File: config.mk
export PLATFORM = sky130hd
export DESIGN_NAME = iobus_responder
export DESIGN_NICKNAME = d
export VERILOG_FILES = /design/src/rtl/iobus_responder.sv
export SDC_FILE = /design/constraint.sdc
export NUM_CORES = 1
export LEC_CHECK = 0
export CAP_MARGIN = 20
export CORE_MARGIN = 2
export CORE_UTILIZATION = 61
export CTS_CLUSTER_SIZE = 20
export DETAILED_ROUTE_END_ITERATION = 10
export PLACE_DENSITY_LB_ADDON = 0.05
export SYNTH_ARGS = -nofsm -noshare
export SYNTH_HDL_FRONTEND = slang
export SYNTH_SLANG_ARGS = --single-unit
File: constraint.sdc
create_clock -name clk -period 4.3 [get_ports clk]
set_input_delay 0.43 -clock clk [delete_from_list [all_inputs] [get_ports clk]]
set_output_delay 0.43 -clock clk [all_outputs]
set_load 0.05 [all_outputs]
File: src/rtl/iobus_responder.sv
// Memory-mapped IO responder for the Starfish IOBUS: LED register, cycle counter,
// countdown timer with sticky interrupt, and a FIFO-fed 8N1 UART transmitter.
module iobus_responder #(
    parameter logic [31:0] BASE_ADDR    = 32'h1100_0000,
    parameter int          FIFO_DEPTH   = 4,
    parameter int          CLKS_PER_BIT = 868
) (
    input  logic        clk,
    input  logic        reset_n,
    input  logic [31:0] IOBUS_ADDR,
    input  logic [31:0] IOBUS_OUT,
    input  logic        IOBUS_WR,
    output logic [31:0] IOBUS_IN,
    output logic [15:0] leds,
    output logic        tmr_irq,
    output logic        uart_tx
);

    localparam int PW = $clog2(FIFO_DEPTH);
    localparam int BW = $clog2(CLKS_PER_BIT);
    localparam logic [BW-1:0] BAUD_LAST = BW'(CLKS_PER_BIT - 1);
    localparam logic [PW:0]   DEPTH_C   = (PW + 1)'(FIFO_DEPTH);

    // state | meaning: IDLE line high, waiting | START start bit | DATA 8 bits LSB first | STOP stop bit
    typedef enum logic [1:0] {S_IDLE, S_START, S_DATA, S_STOP} uart_state_t;

    uart_state_t state, state_nxt;

    logic        hit;
    logic [3:0]  off;
    logic        wr_leds, wr_load, wr_ctrl, wr_data, wr_stat;
    logic        unused_addr_bits;

    logic [31:0] cycle;
    logic [31:0] tmr_load, tmr_count;
    logic        tmr_en, tmr_auto;
    logic        tmr_step, tmr_expire;

    logic [7:0]  fifo_mem [FIFO_DEPTH];
    logic [PW:0] wr_ptr, rd_ptr, fifo_cnt;
    logic        fifo_empty, fifo_full;
    logic        push, pop, ovf, ovf_set;

    logic [BW-1:0] baud_cnt;
    logic [2:0]    bit_idx;
    logic [7:0]    shreg;
    logic          baud_done;
    logic          busy;

    assign hit              = (IOBUS_ADDR[31:6] == BASE_ADDR[31:6]);
    assign off              = IOBUS_ADDR[5:2];
    assign unused_addr_bits = ^IOBUS_ADDR[1:0];

    assign wr_leds = IOBUS_WR && hit && (off == 4'h0);
    assign wr_load = IOBUS_WR && hit && (off == 4'h2);
    assign wr_ctrl = IOBUS_WR && hit && (off == 4'h3);
    assign wr_data = IOBUS_WR && hit && (off == 4'h5);
    assign wr_stat = IOBUS_WR && hit && (off == 4'h6);

    always_ff @(posedge clk or negedge reset_n) begin
        if (!reset_n) begin
            leds  <= '0;
            cycle <= '0;
        end else begin
            cycle <= cycle + 32'd1;
            if (wr_leds) leds <= IOBUS_OUT[15:0];
        end
    end

    // A load write pre-empts the decrement, so it also suppresses that cycle's expiry.
    assign tmr_step   = tmr_en && (tmr_count != 32'd0) && !wr_load;
    assign tmr_expire = tmr_step && (tmr_count == 32'd1);

    always_ff @(posedge clk or negedge reset_n) begin
        if (!reset_n) begin
            tmr_load  <= '0;
            tmr_count <= '0;
            tmr_en    <= 1'b0;
            tmr_auto  <= 1'b0;
            tmr_irq   <= 1'b0;
        end else begin
            if (wr_load) begin
                tmr_load  <= IOBUS_OUT;
                tmr_count <= IOBUS_OUT;
            end else if (tmr_expire) begin
                tmr_count <= tmr_auto ? tmr_load : 32'd0;
            end else if (tmr_step) begin
                tmr_count <= tmr_count - 32'd1;
            end
            if (wr_ctrl) begin
                tmr_en   <= IOBUS_OUT[0];
                tmr_auto <= IOBUS_OUT[1];
            end
            if (tmr_expire)
                tmr_irq <= 1'b1;
            else if (wr_ctrl && IOBUS_OUT[2])
                tmr_irq <= 1'b0;
        end
    end

    assign fifo_cnt   = wr_ptr - rd_ptr;
    assign fifo_empty = (fifo_cnt == '0);
    assign fifo_full  = (fifo_cnt == DEPTH_C);
    // A pop in the same cycle frees a slot, so a push into a full FIFO still lands.
    assign push       = wr_data && (!fifo_full || pop);
    assign ovf_set    = wr_data && fifo_full && !pop;

    always_ff @(posedge clk) begin
        if (push) fifo_mem[wr_ptr[PW-1:0]] <= IOBUS_OUT[7:0];
    end

    always_ff @(posedge clk or negedge reset_n) begin
        if (!reset_n) begin
            wr_ptr <= '0;
            rd_ptr <= '0;
            ovf    <= 1'b0;
        end else begin
            if (push) wr_ptr <= wr_ptr + (PW + 1)'(1);
            if (pop)  rd_ptr <= rd_ptr + (PW + 1)'(1);
            if (ovf_set)
                ovf <= 1'b1;
            else if (wr_stat && IOBUS_OUT[3])
                ovf <= 1'b0;
        end
    end

    assign baud_done = (baud_cnt == BAUD_LAST);
    assign busy      = (state != S_IDLE);

    always_comb begin
        state_nxt = state;
        pop       = 1'b0;
        uart_tx   = 1'b1;
        case (state)
            S_IDLE: begin
                if (!fifo_empty) begin
                    pop       = 1'b1;
                    state_nxt = S_START;
                end
            end
            S_START: begin
                uart_tx = 1'b0;
                if (baud_done) state_nxt = S_DATA;
            end
            S_DATA: begin
                uart_tx = shreg[bit_idx];
                if (baud_done && (bit_idx == 3'd7)) state_nxt = S_STOP;
            end
            S_STOP: begin
                if (baud_done) state_nxt = S_IDLE;
            end
            default: state_nxt = S_IDLE;
        endcase
    end

    always_ff @(posedge clk or negedge reset_n) begin
        if (!reset_n) begin
            state    <= S_IDLE;
            baud_cnt <= '0;
            bit_idx  <= '0;
            shreg    <= '0;
        end else begin
            state <= state_nxt;
            if ((state == S_IDLE) || baud_done)
                baud_cnt <= '0;
            else
                baud_cnt <= baud_cnt + BW'(1);
            if (state != S_DATA)
                bit_idx <= '0;
            else if (baud_done)
                bit_idx <= bit_idx + 3'd1;
            if (pop) shreg <= fifo_mem[rd_ptr[PW-1:0]];
        end
    end

    always_comb begin
        IOBUS_IN = '0;
        if (hit) begin
            case (off)
                4'h0:    IOBUS_IN = {16'd0, leds};
                4'h1:    IOBUS_IN = cycle;
                4'h2:    IOBUS_IN = tmr_load;
                4'h3:    IOBUS_IN = {29'd0, tmr_irq, tmr_auto, tmr_en};
                4'h4:    IOBUS_IN = tmr_count;
                4'h6:    IOBUS_IN = {28'd0, ovf, busy, fifo_full, fifo_empty};
                default: IOBUS_IN = '0;
            endcase
        end
    end

endmodule
==> flow_summary.json <==
{
  "run_status": "finished, final reports clean",
  "cts_buffers": 17,
  "insertedDiodeCount": 0,
  "via_per_inst": 6.336,
  "crit_path_start_kind": "input pin",
  "internal_power_mw": 2.627,
  "wire_per_inst_um": 20.02,
  "cts_buffer_depth": 2,
  "finalHoldViolations": 0,
  "rows": 45,
  "ctsResizeCount": 0,
  "cp_data_arrival_time_ns": 3.36,
  "mostFrequentLayoutCells": "nand2_1 (154), dfrtp_1 (145), clkdlybuf4s50_1 (99)",
  "rsz0062_at_grt": "no",
  "synth-xor-area-share_pct": 5.265,
  "syn-cell-area_mm2": 0.009482,
  "synthAdderAreaFrac_pct": 2.243,
  "ant_nets": 0,
  "syn_inst": 947,
  "synthArstFlopShare_pct": 81.92,
  "worstMarginPinSlew_ns": 0.9180,
  "dieWidth_um": 128.7,
  "cts_root_buffer": "clkbuf_16",
  "drive_above_1_share_pct": 12.48,
  "power_frac_comb_pct": 3.9,
  "tritoncts": "yes",
  "clk_latency_ns": 0.44,
  "yosys_warnings": 0,
  "htreeDepth": 4,
  "ff_latch_area_mm2": 0.004589,
  "clkSinkCount": 177,
  "wl_met2_um": 12250,
  "grt_pass1_vias": 7689,
  "pwr-share-seq_pct": 50.3,
  "grt_max_degree": 73,
  "fin_skew_ns": 0.009190,
  "die_area_mm2": 0.01656,
  "cts_setup_buffers": 0,
  "fin_setup_tns_ns": 0,
  "synthMuxAreaShare_pct": 6.690,
  "path_class": "input pin to output pin",
  "slew_headroom_pct": 38.80,
  "setup_viol": 0,
  "timing.hold.worst.class": "input pin to asynchronous set/reset pin",
  "crit_path_max_fanout": 20,
  "hpwl_um": 16850,
  "power.share.clock_pct": 45.8,
  "total_leakage_power_nw": 4.594,
  "grt_pass1_wl_um": 40380,
  "wl_met1_um": 10460,
  "power.switching_mw": 0.7673,
  "power_mw": 3.395,
  "synth_edf_count": 32,
  "yosysUniqueCellTypes": 74,
  "synthesis.nets": 1031,
  "ir_worst_vdd_mv": 0.3014,
  "mostFrequentLayoutCell": "nand2_1",
  "track_usage_pct": 31.39,
  "r2r_slack_ns": 1.16,
  "gp_congestion": 0.8615,
  "cp.required_ns": 3.87,
  "multi_input_area_mm2": 0.004604,
  "reg2regPathDepth": 10,
  "synth-seq-cells": 177,
  "finalCritPeriodShare_pct": 88.16,
  "vias": 7895,
  "p_per_area_mw_per_mm2": 298.5,
  "stdcell_count": 1246,
  "synth_area_per_cell_um2": 10.01,
  "start_util_pct": 62.37,
  "slew_viol_final": 0,
  "synth-main-ff-cell": "dfrtp_1",
  "antenna_found_initial": 0,
  "drt_iter0_markers": 881,
  "synth-simple-area-share_pct": 19.40,
  "io_buffer_count": 114,
  "grt_overflow": 0,
  "r2r_end": "tmr_count[12]$_DFFE_PN0P_",
  "max_freq_ghz": 0.2638,
  "synth_top_family_by_area": "simple AND/OR/NAND/NOR gates",
  "routed_wl_um": 24940,
  "r2r_start": "tmr_count[0]$_DFFE_PN0P_",
  "place_inst": 1214,
  "top_layer_used": "met4",
  "drc": 0,
  "holdWs_ns": 0.003988,
  "synth.yosys.seq_area_share_pct": 48.40,
  "core_region_area_mm2": 0.01520,
  "wl_met3_um": 1838,
  "max_cap_violations": 0,
  "fill_cells": 1133,
  "firstDrtPassIters": 6,
  "cts_hold_buffers": 0,
  "crit_path_end_kind": "output pin",
  "die_y_um": 128.7,
  "ios": 117,
  "fin_crit_ns": 3.791,
  "synth_compound_area_share_pct": 14.79,
  "fin_nets": 1129,
  "area_growth_pct": 19.94,
  "clk_pin_slew_ns": 0.07,
  "switching_share_pct": 22.60
}
==> kinds of logic after synthesis <==
logic type | after synthesis
AO/OA/AOI/OAI | 211
adder cells (fa/ha/maj) | 17
AND/OR/NAND/NOR | 367
flip-flops | 177
multiplexers | 47
XOR/XNOR | 57
buffers and inverters | 71
==> sequential cells by signal, indices dropped and copies added, names as in the netlist, 2 cells and up <==
| name | flops |
|---|---|
| state | 2 |
| wr_ptr | 3 |
| tmr_count | 32 |
| cycle | 32 |
| shreg | 8 |
| fifo_mem | 32 |
| baud_cnt | 10 |
| rd_ptr | 3 |
| leds | 16 |
| tmr_load | 32 |
| bit_idx | 3 |
==> synthesized netlist by cell type, drive strengths merged (11+ instances only) <==
cell    count  share of area (%)
a21oi      67                3.5
ha         17                2.2
dfrtp     145                 38
nand3      32                1.7
nor4       16                1.8
clkbuf     44                1.8
edfxtp     32                 10
xnor2      31                2.9
o21ai      38                2.0
nor3       17                1.0
and3       18                1.2
nand4      17                1.3
inv        16               0.63
buf        11               0.82
mux2       31                3.7
xor2       26                2.4
a22oi      43                3.4
nand2     154                6.1
nor2       64                2.6
==> routing by layer <==
| metal | GRT usage, % | vias up |
|---|---|---|
| li1 | - | 3638 |
| met1 | 42.53 | 3901 |
| met3 | 6.195 | 34 |
| met4 | 9.399 | 0 |
| met5 | 0 | - |
| met2 | 51.79 | 322 |
==> worst max-delay path, cell delays in order <==
cell and delay (ns):
clkdlybuf4s50_1 0.41, nor4_1 0.31, nand4_1 0.21, a2111o_1 0.76, a21oi_1 0.36, clkdlybuf4s50_1 0.87
==> stage by stage <==
step | cell area, um2 | util [%] | setup WS, ns
after global placement | 10780 | 70.94 | 0.6219
final | 11370 | 74.81 | 0.5091
after floorplan | 9482 | - | 1.429
after CTS | 11370 | 74.81 | 0.5309
after global routing | 11370 | 74.81 | 0.3717
after detailed placement | 10780 | 70.94 | 0.5858
==> power by group through the flow <==
stage	sequential [mW]	clock (mW)	combinational (mW)
floorplan	1.74	0	0.0207
global placement	1.74	0	0.132
detailed placement	1.74	0	0.134
CTS	1.71	1.56	0.134
global route	1.71	1.63	0.145
finish	1.71	1.56	0.133
==> worst max path at each step <==
stage	to	depth (start not counted)	slack, ns	start
after CTS	IOBUS_IN[17]	6	0.53	IOBUS_ADDR[13]
after floorplan	IOBUS_IN[21]	7	1.43	IOBUS_ADDR[3]
after detailed placement	IOBUS_IN[17]	6	0.59	IOBUS_ADDR[13]
after global routing	IOBUS_IN[17]	6	0.37	IOBUS_ADDR[11]
final	IOBUS_IN[17]	6	0.51	IOBUS_ADDR[13]
after global placement	IOBUS_IN[1]	6	0.62	IOBUS_ADDR[13]
==> area by class of cell <==
class,instances,share of cell area [%]
Clock inverter,12,1.067
Timing Repair Buffer,134,11.39
Inverter,16,0.5281
Tap cell,188,2.068
Clock buffer,20,4.104
Sequential cell,177,40.36
Multi-Input combinational cell,699,40.49
No activity file was read; power rests on OpenSTA's default activity.
